File: config.mk
export PLATFORM = sky130hd
export DESIGN_NAME = serial_addend_recover
export DESIGN_NICKNAME = d
export VERILOG_FILES = /design/src/rtl/serial_pkg.sv /design/src/rtl/serial_addend_recover_cell.sv /design/src/rtl/serial_addend_recover.sv
export SDC_FILE = /design/constraint.sdc
export NUM_CORES = 1
export LEC_CHECK = 0
export ABC_CLOCK_PERIOD_IN_PS = 5200
export CORE_MARGIN = 8
export CORE_UTILIZATION = 56
export DETAILED_ROUTE_END_ITERATION = 7
export PLACE_DENSITY = 0.88
export SLEW_MARGIN = 20
export SYNTH_ARGS = -nofsm -noshare
export SYNTH_HDL_FRONTEND = slang
export SYNTH_SLANG_ARGS = --single-unit
File: constraint.sdc
create_clock -name clk -period 5.2 [get_ports clk]
set_input_delay 1.04 -clock clk [delete_from_list [all_inputs] [get_ports clk]]
set_output_delay 1.04 -clock clk [all_outputs]
set_load 0.01 [all_outputs]
File: src/rtl/serial_pkg.sv
// Shared types and helpers for the bit-serial full subtractor that recovers
// the adder's first operand from its sum and second operand.
package serial_pkg;

    typedef enum logic [1:0] {
        IDLE  = 2'd0,
        SHIFT = 2'd1,
        HOLD  = 2'd2
    } state_e;

    localparam int MAX_WIDTH = 32;

    // Behavioural form of the borrow recurrence, for use outside the gate-level cell.
    function automatic logic borrow_next(input logic s, input logic b, input logic br);
        return (~s & b) | (~s & br) | (b & br);
    endfunction

endpackage

File: src/rtl/serial_addend_recover_cell.sv
// One-bit full subtractor d = s - b - br in the same two-input/three-input
// NAND style as the adder cells, so glitch analysis carries over.
module full_subtractor_cell (
    input  logic s,
    input  logic b,
    input  logic br,
    output logic d,
    output logic br_out
);
    logic n1, n2, n3, x;
    logic m1, m2, m3;
    logic ns, t1, t2, t3;

    // d = (s ^ b) ^ br as two four-NAND XORs
    assign n1 = ~(s & b);
    assign n2 = ~(s & n1);
    assign n3 = ~(b & n1);
    assign x  = ~(n2 & n3);

    assign m1 = ~(x & br);
    assign m2 = ~(x & m1);
    assign m3 = ~(br & m1);
    assign d  = ~(m2 & m3);

    // br_out = ~s&b | ~s&br | b&br as NAND-NAND sum of products
    assign ns     = ~(s & s);
    assign t1     = ~(ns & b);
    assign t2     = ~(ns & br);
    assign t3     = ~(b & br);
    assign br_out = ~(t1 & t2 & t3);

endmodule

File: src/rtl/serial_addend_recover.sv
// Bit-serial full subtractor: rebuilds operand a = sum - b (mod 2^WIDTH) and the
// adder carry-out from an LSB-first stream of (sum, b) bit pairs.
//
//   state | meaning
//   IDLE  | waiting for an LSB (in_first) pair; non-first pairs are dropped with frame_err
//   SHIFT | collecting bits 1..WIDTH-1; a fresh in_first restarts the word with frame_err
//   HOLD  | word and carry presented on out_*, input stalled until out_ready
module serial_addend_recover
    import serial_pkg::*;
#(
    parameter int WIDTH = 8
) (
    input  logic             clk,
    input  logic             rst_n,
    input  logic             in_valid,
    output logic             in_ready,
    input  logic             in_sum,
    input  logic             in_b,
    input  logic             in_first,
    output logic             out_valid,
    input  logic             out_ready,
    output logic [WIDTH-1:0] out_a,
    output logic             out_carry,
    output logic             frame_err
);
    localparam int CW = $clog2(WIDTH + 1);

    localparam logic [1:0] ST_IDLE  = IDLE;
    localparam logic [1:0] ST_SHIFT = SHIFT;
    localparam logic [1:0] ST_HOLD  = HOLD;

    logic [1:0]       state_q, state_d;
    logic [CW-1:0]    count_q, count_d;
    logic             br_q, br_d;
    logic [WIDTH-1:0] sr_q, sr_d;
    logic [WIDTH-1:0] out_a_q, out_a_d;
    logic             out_carry_q, out_carry_d;
    logic             out_valid_q, out_valid_d;
    logic             frame_err_q, frame_err_d;

    logic accept;
    logic cell_br_in;
    logic cell_d;
    logic cell_br_out;

    assign in_ready = (state_q != ST_HOLD);
    assign accept   = in_valid & in_ready;

    // Bit 0 of a word always subtracts with zero borrow-in.
    assign cell_br_in = (state_q == ST_SHIFT) && !in_first ? br_q : 1'b0;

    full_subtractor_cell u_cell (
        .s      (in_sum),
        .b      (in_b),
        .br     (cell_br_in),
        .d      (cell_d),
        .br_out (cell_br_out)
    );

    always_comb begin
        state_d     = state_q;
        count_d     = count_q;
        br_d        = br_q;
        sr_d        = sr_q;
        out_a_d     = out_a_q;
        out_carry_d = out_carry_q;
        out_valid_d = out_valid_q;
        frame_err_d = 1'b0;

        case (state_q)
            ST_IDLE: begin
                if (accept) begin
                    if (in_first) begin
                        sr_d    = {cell_d, {(WIDTH-1){1'b0}}};
                        br_d    = cell_br_out;
                        count_d = CW'(1);
                        state_d = ST_SHIFT;
                    end else begin
                        frame_err_d = 1'b1;
                    end
                end
            end
            ST_SHIFT: begin
                if (accept) begin
                    if (in_first) begin
                        frame_err_d = 1'b1;
                        sr_d        = {cell_d, {(WIDTH-1){1'b0}}};
                        br_d        = cell_br_out;
                        count_d     = CW'(1);
                    end else begin
                        sr_d    = {cell_d, sr_q[WIDTH-1:1]};
                        br_d    = cell_br_out;
                        count_d = count_q + CW'(1);
                        if (count_q == CW'(WIDTH - 1)) begin
                            out_a_d     = {cell_d, sr_q[WIDTH-1:1]};
                            out_carry_d = cell_br_out;
                            out_valid_d = 1'b1;
                            state_d     = ST_HOLD;
                        end
                    end
                end
            end
            ST_HOLD: begin
                if (out_ready) begin
                    out_valid_d = 1'b0;
                    count_d     = '0;
                    br_d        = 1'b0;
                    state_d     = ST_IDLE;
                end
            end
            default: begin
                state_d = ST_IDLE;
            end
        endcase
    end

    always_ff @(posedge clk or negedge rst_n) begin
        if (!rst_n) begin
            state_q     <= ST_IDLE;
            count_q     <= '0;
            br_q        <= 1'b0;
            sr_q        <= '0;
            out_a_q     <= '0;
            out_carry_q <= 1'b0;
            out_valid_q <= 1'b0;
            frame_err_q <= 1'b0;
        end else begin
            state_q     <= state_d;
            count_q     <= count_d;
            br_q        <= br_d;
            sr_q        <= sr_d;
            out_a_q     <= out_a_d;
            out_carry_q <= out_carry_d;
            out_valid_q <= out_valid_d;
            frame_err_q <= frame_err_d;
        end
    end

    assign out_a     = out_a_q;
    assign out_carry = out_carry_q;
    assign out_valid = out_valid_q;
    assign frame_err = frame_err_q;

endmodule

Word-level counts from Yosys, hierarchy flattened. Cells that the tools add are included.

Bits in registers: 26. Input bits: 7. Word-level logic and storage cells: 91.

$add $sub $neg: 1. Equality and inequality tests: 10. Muxes and demuxes: 33. Bitwise operators: 28. Reductions and logical operators: 11.

Operator list (count): $mux W8 (3); $mux W4 (5); $pmux W8 S2 (1); $and A1 B1 Y1 (14); $not A1 Y1 (14); $mux W1 (12); $mux W2 (6); $ne A2 B2 Y1 const B (6); $pmux W4 S3 (1); $reduce_and A5 Y1 (2); $reduce_and A4 Y1 (2); $mux W7 (1); $pmux W2 S3 (1); $reduce_and A6 Y1 (1); $add A4 B1 Y4 const B (1); $eq A4 B3 Y1 const B (1); $pmux W1 S2 (2); $reduce_bool A2 Y1 (2); $pmux W1 S3 (1); $reduce_bool A3 Y1 (1); $eq A2 B1 Y1 const B (1); $eq A2 B2 Y1 const B (1); $logic_not A2 Y1 (1); $ne A2 B1 Y1 const B (1); 2 further kinds (2).

Depth between registers and ports, before layout. Gate-level depths: netlist of the first run.

Word-level depth: 15. Depth in mapped cells: 8.

Modules after synthesis. From an unflattened synthesis of the first run, not the netlist that was laid out.

Cells, all modules: 113. Area, all modules: 1246.2 µm².

By module, submodules not included: serial_addend_recover (times used 1, cells each 110, area each 1218.7 µm², sequential area each 625.6 µm²); full_subtractor_cell (times used 1, cells each 3, area each 27.5 µm², sequential area each 0.0 µm²).

Worst setup path before layout of the first run. Ideal clock, no wire load.

Kind: input to register. From: input port in_valid. To: register count_q[3]. Library setup time: 0.076 ns. Data arrival time: 2.024 ns. Data required time: 5.124 ns. Path slack: 3.099 ns. Cell stages on the path: 5. Path through: nand2b_4 a221o_1 buf_6 or4_1 o21ai_1.

Longest elaborated chain between the ends: 3. Elaborated cells between the ends (all ways): 4. Classes of those cells: eq/ne (2); bitwise (1); reduce/logical (1).

Ends and longest elaborated chain: start, declared (RTL line serial_addend_recover.sv:15) `input logic in_valid,`; $and A1 B1 Y1 * (RTL line serial_addend_recover.sv:47) `assign accept = in_valid & in_ready;`; $ne A2 B2 Y1 (no line); $reduce_and A5 Y1 (no line) *; end signal, assigned (RTL line serial_addend_recover.sv:129) `count_q <= count_d;`; end, declared (RTL line serial_addend_recover.sv:33) `logic [CW-1:0] count_q, count_d;`.

Mark *: on every way between the ends. The rest lies on a longest branch, timed or not. A chain may end at the register's enable or synchronous reset.

Worst setup path in the final report of the first run.
From: register state_q[0]. To: output port in_ready.

Longest elaborated chain between the ends: 1.

Ends and longest elaborated chain: start, declared (RTL line serial_addend_recover.sv:32) `logic [1:0] state_q, state_d;`; start signal, assigned (RTL line serial_addend_recover.sv:128) `state_q <= state_d;`; $ne A2 B2 Y1 (RTL line serial_addend_recover.sv:46) `assign in_ready = (state_q != ST_HOLD);`; end, declared (RTL line serial_addend_recover.sv:16) `output logic in_ready,`.

No other way between the ends.

==> reports/qor.yml, run 1 <==
status: "completed"
yosysUniqueCellTypes: 29
end_kind: "output pin"
cts_tree: "done"
avgSynthCellArea_um2: 10.92
syn_area_um2: 1256
num_vias: 928
yosys-top-cells-area: "dfrtp_1 50%, mux2_2 9.0%, ha_1 7.0%, o21ai_0 6.0%, nand2_1 3.9%"
p_clk_frac: 0.173
arrival_ns: 1.73
ys_ff_latch: 25
rsz0062_at_grt: "no"
ir_worst_vdd_mv: 0.2426
wire_per_inst_um: 15.77
die_h_um: 63.36
start_kind: "register"
grtUsageTotal: 0.1301
postCtsHoldBufs: 0
fp.dieW_um: 63.36
wl_um: 2539
clock-sinks: 25
drive_above_1_share: 0.1278
yosysWarningCount: 0
final_hold_viol_count: 0
gp_congestion: 0.7829
worst_path_max_delay_cell: "clkdlybuf4s50_1"
crit_chain: "inv_1, ha_1, inv_1, clkdlybuf4s50_1"
post-cts-setup-buffer-count: 0
antenna_found_initial: 0
max_clock_freq_mhz: 361.3
n_antenna_cell: 0
fin_worst_skew_ns: 0.002058
area_growth_pct: 16.93
yosys.area.top_type: "dfrtp_1"
mostFrequentLayoutCells: "25 x dfrtp_1, 17 x clkdlybuf4s50_1, 15 x o21ai_0"
required_ns: 4.16
seq_area_frac_synth: 0.4980
p_seq_frac: 0.464
min_period_over_period: 0.5322
grt_max_degree: 26
hold_path.class: "reg2reg"
dp_hpwl_um: 1787
drt_pass1_iterations: 4
portBuffers: 18
crit_path_frequent_cell: "inv_1"
grt_remaining_overflow: 0
power_density_nw_per_um2: 345.3
switchingPower_mw: 0.1838
h-tree-depth: 1
p_int_mw: 0.3234
netSwitchingFraction: 0.3624
cts_buffer_depth: 2
cts_buffers: 3
io_pins: 19
crit_type: "reg2out"
worstSkewPairLatency_ns: 0.33
ctsResizeCount: 0
cts_root_buf: "clkbuf_4"
slew_viol_final: 0
fin_tns_setup_ns: 0
finalCriticalPeriod_ns: 2.768
final_util: 0.6770
hold_ws_ns: 0.4998
yosysTopAreaCellShare: 0.4980
path_max_fanout: 7
final_common_cell: "dfrtp_1"
clk_pin_slew_worst_paths_ns: 0.13
relSlewSlack: 0.5786
initial_core_util: 0.5790
drc: 0
drv_cap: 0
syn_nets: 130
finalNetCount: 149
worst_pin_slew_ns: 0.6308
drt_iter0_markers: 32
netlist_instances: 115
via_per_inst: 5.764
grt_pass1_vias: 939
grt_pass1_wl_um: 4174
fill_cells: 178
row_count: 17
cpPeakStageDelay_ns: 0.53
power.share.combinational: 0.363
dieArea_um2: 4014
p_leak_nw: 0.7033
core_area_um2: 2170
ant_nets: 0
finalSetupViolCount: 0
-- worst max-delay path: cells and delay by family, from the launching register on --
kind                       cells  cell delay (ns)
adders and majority gates      1             0.27
DFF                            1             0.42
buffers and inverters          3             0.71
-- cells by family (layout without fill, tap and decap cells) --
family                     count (synthesis)  count (layout)  share of synthesized area
muxes                                     12              12                     0.1056
buffers and inverters                     11              29                    0.04084
adders and majority gates                  8               8                    0.08565
and+or+nand+nor                           37              37                     0.1683
DFF                                       25              25                     0.4980
AOI/OAI and AO/OA                         22              22                     0.1016
-- sequential cells by signal, indices dropped and copies added (netlist names) --
register and count:
frame_err 1, out_a 8, out_carry 1, count_q 4, state_q 2, br_q 1
sr_q 7, out_valid 1
-- stage by stage --
step	cells	setup slack, ns	instance area, µm²	power, mW
after global placement	157	2.398	1446	0.4122
after floorplan	115	3.099	1256	0.3786
final	161	2.432	1469	0.5072
after CTS	161	2.419	1474	0.5089
after detailed placement	157	2.332	1446	0.4213
after global routing	161	2.363	1469	0.5382
-- path summary, 6_finish.rpt --
kind / start / endpoint / slack, ns / depth (start not counted)
worst max-delay path: state_q[0]$_DFFE_PN0P_ / in_ready / 2.43 / 4
worst min-delay path: br_q$_DFFE_PN0P_ / br_q$_DFFE_PN0P_ / 0.50 / 2
worst max register to register: state_q[0]$_DFFE_PN0P_ / count_q[3]$_DFFE_PN0P_ / 3.05 / 6
worst min register to register: br_q$_DFFE_PN0P_ / br_q$_DFFE_PN0P_ / 0.50 / 2
max in group asynchronous: rst_n / out_a[6]$_DFFE_PN0P_ / 4.15 / 1
min in group asynchronous: rst_n / sr_q[2]$_DFFE_PN0P_ / 0.68 / 1
-- area by class of cell --
class	count	area (µm²)	share of cell area
clock buffer	3	22.52	0.01533
clock inverter	1	5.005	0.003407
inverter	7	26.28	0.01789
multi-input combinational	79	579.3	0.3944
sequential	25	625.6	0.4259
tap	28	35.03	0.02385
timing repair buffer	18	175.2	0.1193
-- synth_stat cells (all sizes together) --
cell type,number
ha,7
inv,7
or4,1
mux2,10
nor2b,3
a21oi,2
a221o,1
fa,1
nand4b,2
dfrtp,25
nand3,9
nand2b,3
nand3b,1
buf,3
and2b,1
o211a,1
mux2i,2
o31ai,1
o21ai,16
nor3,2
clkbuf,1
nor2,1
nor3b,1
nand2,13
a32o,1
-- layer usage --
layer / routed length (µm) / vias up / global-route usage
li1: - / 435 / -
met1: 1070 / 469 / 0.1294
met2: 1298 / 19 / 0.2357
met5: 0 / - / 0
met3: 117 / 5 / 0.03534
met4: 52 / 0 / 0.07521
-- power groups by stage --
stage	Sequential (mW)	Clock, mW	Combinational, mW
after floorplan	0.236	0	0.143
after global placement	0.237	0	0.175
after detailed placement	0.239	0	0.182
after CTS	0.235	0.0898	0.184
after global routing	0.237	0.0969	0.204
final	0.235	0.0879	0.184
No activity file was read; power rests on OpenSTA's default activity.
==> run 2: changes to the inputs <==
Settings changed: ABC_CLOCK_PERIOD_IN_PS 5200 to 2700, CORE_UTILIZATION 56 to 52, PLACE_DENSITY 0.88 to 0.83.
Clock period 5.2 ns to 2.7 ns, I/O delays scaled along.
==> run 2 against run 1 <==
Against the previous run: total power is 94% higher; hold slack better by 0.0059 ns; first-iteration DRC count is 6.3% lower; cell area up 1.7%; global-route usage fell by 0.83 points; worst setup slack worse by 2.0 ns; largest cell class unchanged; flip-flop and latch count unchanged; sequential share of layout area is 0.71 points lower; clock power rose by 92%.
==> reports/qor.yml, run 2 (same netlist as run 1, synthesis figures left out) <==
fin_cells: 165  # was 161
die_h_um: 65.15  # was 63.36 µm
grt_pass1_vias: 954  # was 939
dp_cells: 161  # was 157
num_vias: 894  # was 928
cts_buffer_depth: 2  # unchanged
dp_hpwl_um: 1817  # was 1787 µm
hold_path.class: "reg2reg"  # unchanged
postCtsHoldBufs: 0  # unchanged
power_density_nw_per_um2: 660.2  # was 345.3 nW/µm²
use_met1: 0.1303  # was 0.1294
crit_type: "reg2out"  # unchanged
worst_pin_slew_ns: 0.6432  # was 0.6308 ns
grt-busiest-layer: "met2"  # unchanged
ff2ff_path_depth: 6  # unchanged
core_area_um2: 2387  # was 2170 µm²
p_clk_frac: 0.172  # was 0.173
gp_congestion: 0.7633  # was 0.7829
area_growth_pct: 18.92  # was 16.93%
grt_pass1_wl_um: 4202  # was 4174 µm
clock-sinks: 25  # unchanged
cts_tree: "done"  # unchanged
crit_chain: "inv_1, ha_1, inv_1, clkdlybuf4s50_1"  # unchanged
arrival_ns: 1.73  # about the same
r2r-end: "count_q[3]$_DFFE_PN0P_"  # unchanged
finalCriticalPeriod_ns: 2.272
worstSkewPairLatency_ns: 0.32  # was 0.33 ns
row_count: 18  # was 17
p_int_mw: 0.6318  # was 0.3234 mW
final_common_cell: "dfrtp_1"  # unchanged
path_delay_family: "buffers and inverters"  # unchanged
required_ns: 2.16  # was 4.16 ns
ir_worst_vdd_mv: 0.5118  # was 0.2426 mV
grtUsageTotal: 0.1218  # was 0.1301
worstHoldPathCells: 2  # unchanged
r2r_slack_ns: 0.62  # was 3.05 ns
ctsResizeCount: 0  # unchanged
path_max_fanout: 7  # unchanged
finalSetupViolCount: 0  # unchanged
fin_worst_skew_ns: 0.007321  # was 0.002058 ns
holdPathEnd: "br_q$_DFFE_PN0P_"  # unchanged
finalNetCount: 151  # was 149
antenna_found_initial: 0  # unchanged
switchingPower_mw: 0.3545  # was 0.1838 mW
mostFrequentLayoutCells: "25 x dfrtp_1, 18 x clkdlybuf4s50_1, 15 x o21ai_0"  # was 25 x dfrtp_1, 17 x clkdlybuf4s50_1, 15 x o21ai_0
grt_util_met3: 0.03401  # was 0.03534
wl_um: 2321  # was 2539 µm
hold_ws_ns: 0.5056  # was 0.4998 ns
status: "completed"  # unchanged
drive_above_1_share: 0.1333  # was 0.1278
power.share.combinational: 0.369  # was 0.363
netSwitchingFraction: 0.3594  # was 0.3624
p_leak_nw: 0.7096  # was 0.7033 nW
critPathLaunch: "state_q[0]$_DFFE_PN0P_"  # unchanged
drv_cap: 0  # unchanged
worst_path_max_delay_cell: "clkdlybuf4s50_1"  # unchanged
h-tree-depth: 1  # unchanged
cts_buffers: 3  # unchanged
dieArea_um2: 4245  # was 4014 µm²
drt_iter0_markers: 30  # was 32
ant_nets: 0  # unchanged
hp-start: "br_q$_DFFE_PN0P_"  # unchanged
via_per_inst: 5.418  # was 5.764
n_antenna_cell: 0  # unchanged
crit_path_frequent_cell: "inv_1"  # unchanged
r2r_start: "state_q[0]$_DFFE_PN0P_"  # unchanged
post-cts-setup-buffer-count: 0  # unchanged
initial_core_util: 0.5262  # was 0.5790
cpPeakStageDelay_ns: 0.53  # about the same
clk_pin_slew_worst_paths_ns: 0.14  # was 0.13 ns
drc: 0  # unchanged
min_period_over_period: 0.8416
final_hold_viol_count: 0  # unchanged
relSlewSlack: 0.5703  # was 0.5786
grt_max_degree: 26  # unchanged
cts_root_buf: "clkbuf_4"  # unchanged
max_clock_freq_mhz: 440.1
p_seq_frac: 0.459  # was 0.464
fin_tns_setup_ns: 0  # unchanged
end_kind: "output pin"  # unchanged
crit_buf_inv: 3  # unchanged
largest_reg_flops: 8  # unchanged
fp.dieW_um: 65.15  # was 63.36 µm
io_pins: 19  # unchanged
drt_pass1_iterations: 4  # unchanged
grt_remaining_overflow: 0  # unchanged
slew_viol_final: 0  # unchanged
use_met2: 0.2248  # was 0.2357
portBuffers: 18  # unchanged
wire_per_inst_um: 14.07  # was 15.77 µm
start_kind: "register"  # unchanged
rsz0062_at_grt: "no"  # unchanged
==> run 2: changes by cell type in the layout (fill, tap and decap cells not counted), sizes merged <==
cell           previous run  this run
buf                       1         2
clkdlybuf4s50            17        18
clkinv                    1         0
clkinvlp                  0         1
==> run 2: power groups by stage <==
stage	Clock (mW)	Combinational (mW)	Sequential, mW
after detailed placement	0	0.365	0.461
after floorplan	0	0.275	0.454
after global placement	0	0.345	0.457
after global routing	0.188	0.407	0.459
final	0.169	0.364	0.453
after CTS	0.178	0.367	0.454
==> run 2: worst max path at each step <==
stage | to | cells past startpoint
3_3_place_gp | sr_q[7]$_DFFE_PN0P_ | 6
6_report | in_ready | 4
5_1_grt | in_ready | 4
4_1_cts | in_ready | 4
3_5_place_dp | sr_q[7]$_DFFE_PN0P_ | 6
2_1_floorplan | count_q[3]$_DFFE_PN0P_ | 7
==> run 2: area by class of cell <==
| cell class | count | area, µm² |
|---|---|---|
| fill | 203 | 893.4 |
| sequential | 25 | 625.6 |
| tap | 30 | 37.54 |
| clock buffer | 3 | 22.52 |
| clock inverter | 1 | 7.507 |
| inverter | 7 | 26.28 |
| timing repair buffer | 20 | 195.2 |
| multi-input combinational | 79 | 579.3 |
==> run 2: per-stage QoR <==
| step | utilization | setup WS [ns] | total power, mW | area [µm²] |
|---|---|---|---|---|
| after floorplan | - | 0.8566 | 0.7292 | 1256 |
| final | 0.6258 | 0.4276 | 0.9863 | 1494 |
| after global placement | 0.6132 | 0.3956 | 0.8015 | 1464 |
| after CTS | 0.6258 | 0.4083 | 0.9990 | 1494 |
| after global routing | 0.6258 | 0.3380 | 1.054 | 1494 |
| after detailed placement | 0.6132 | 0.3668 | 0.8269 | 1464 |
==> run 2: worst register-to-register path: stages (launching register included) <==
cell and delay (ns):
dfrtp_1 0.43, inv_1 0.08, ha_1 0.28, nand2b_4 0.23, a221o_1 0.48, or4_1 0.44, o21ai_1 0.09
==> run 2: per-layer routing <==
| metal | wire [µm] | up-vias |
|---|---|---|
| li1 | - | 439 |
| met1 | 958 | 433 |
| met2 | 1205 | 18 |
| met3 | 132 | 4 |
| met4 | 24 | 0 |
| met5 | 0 | - |
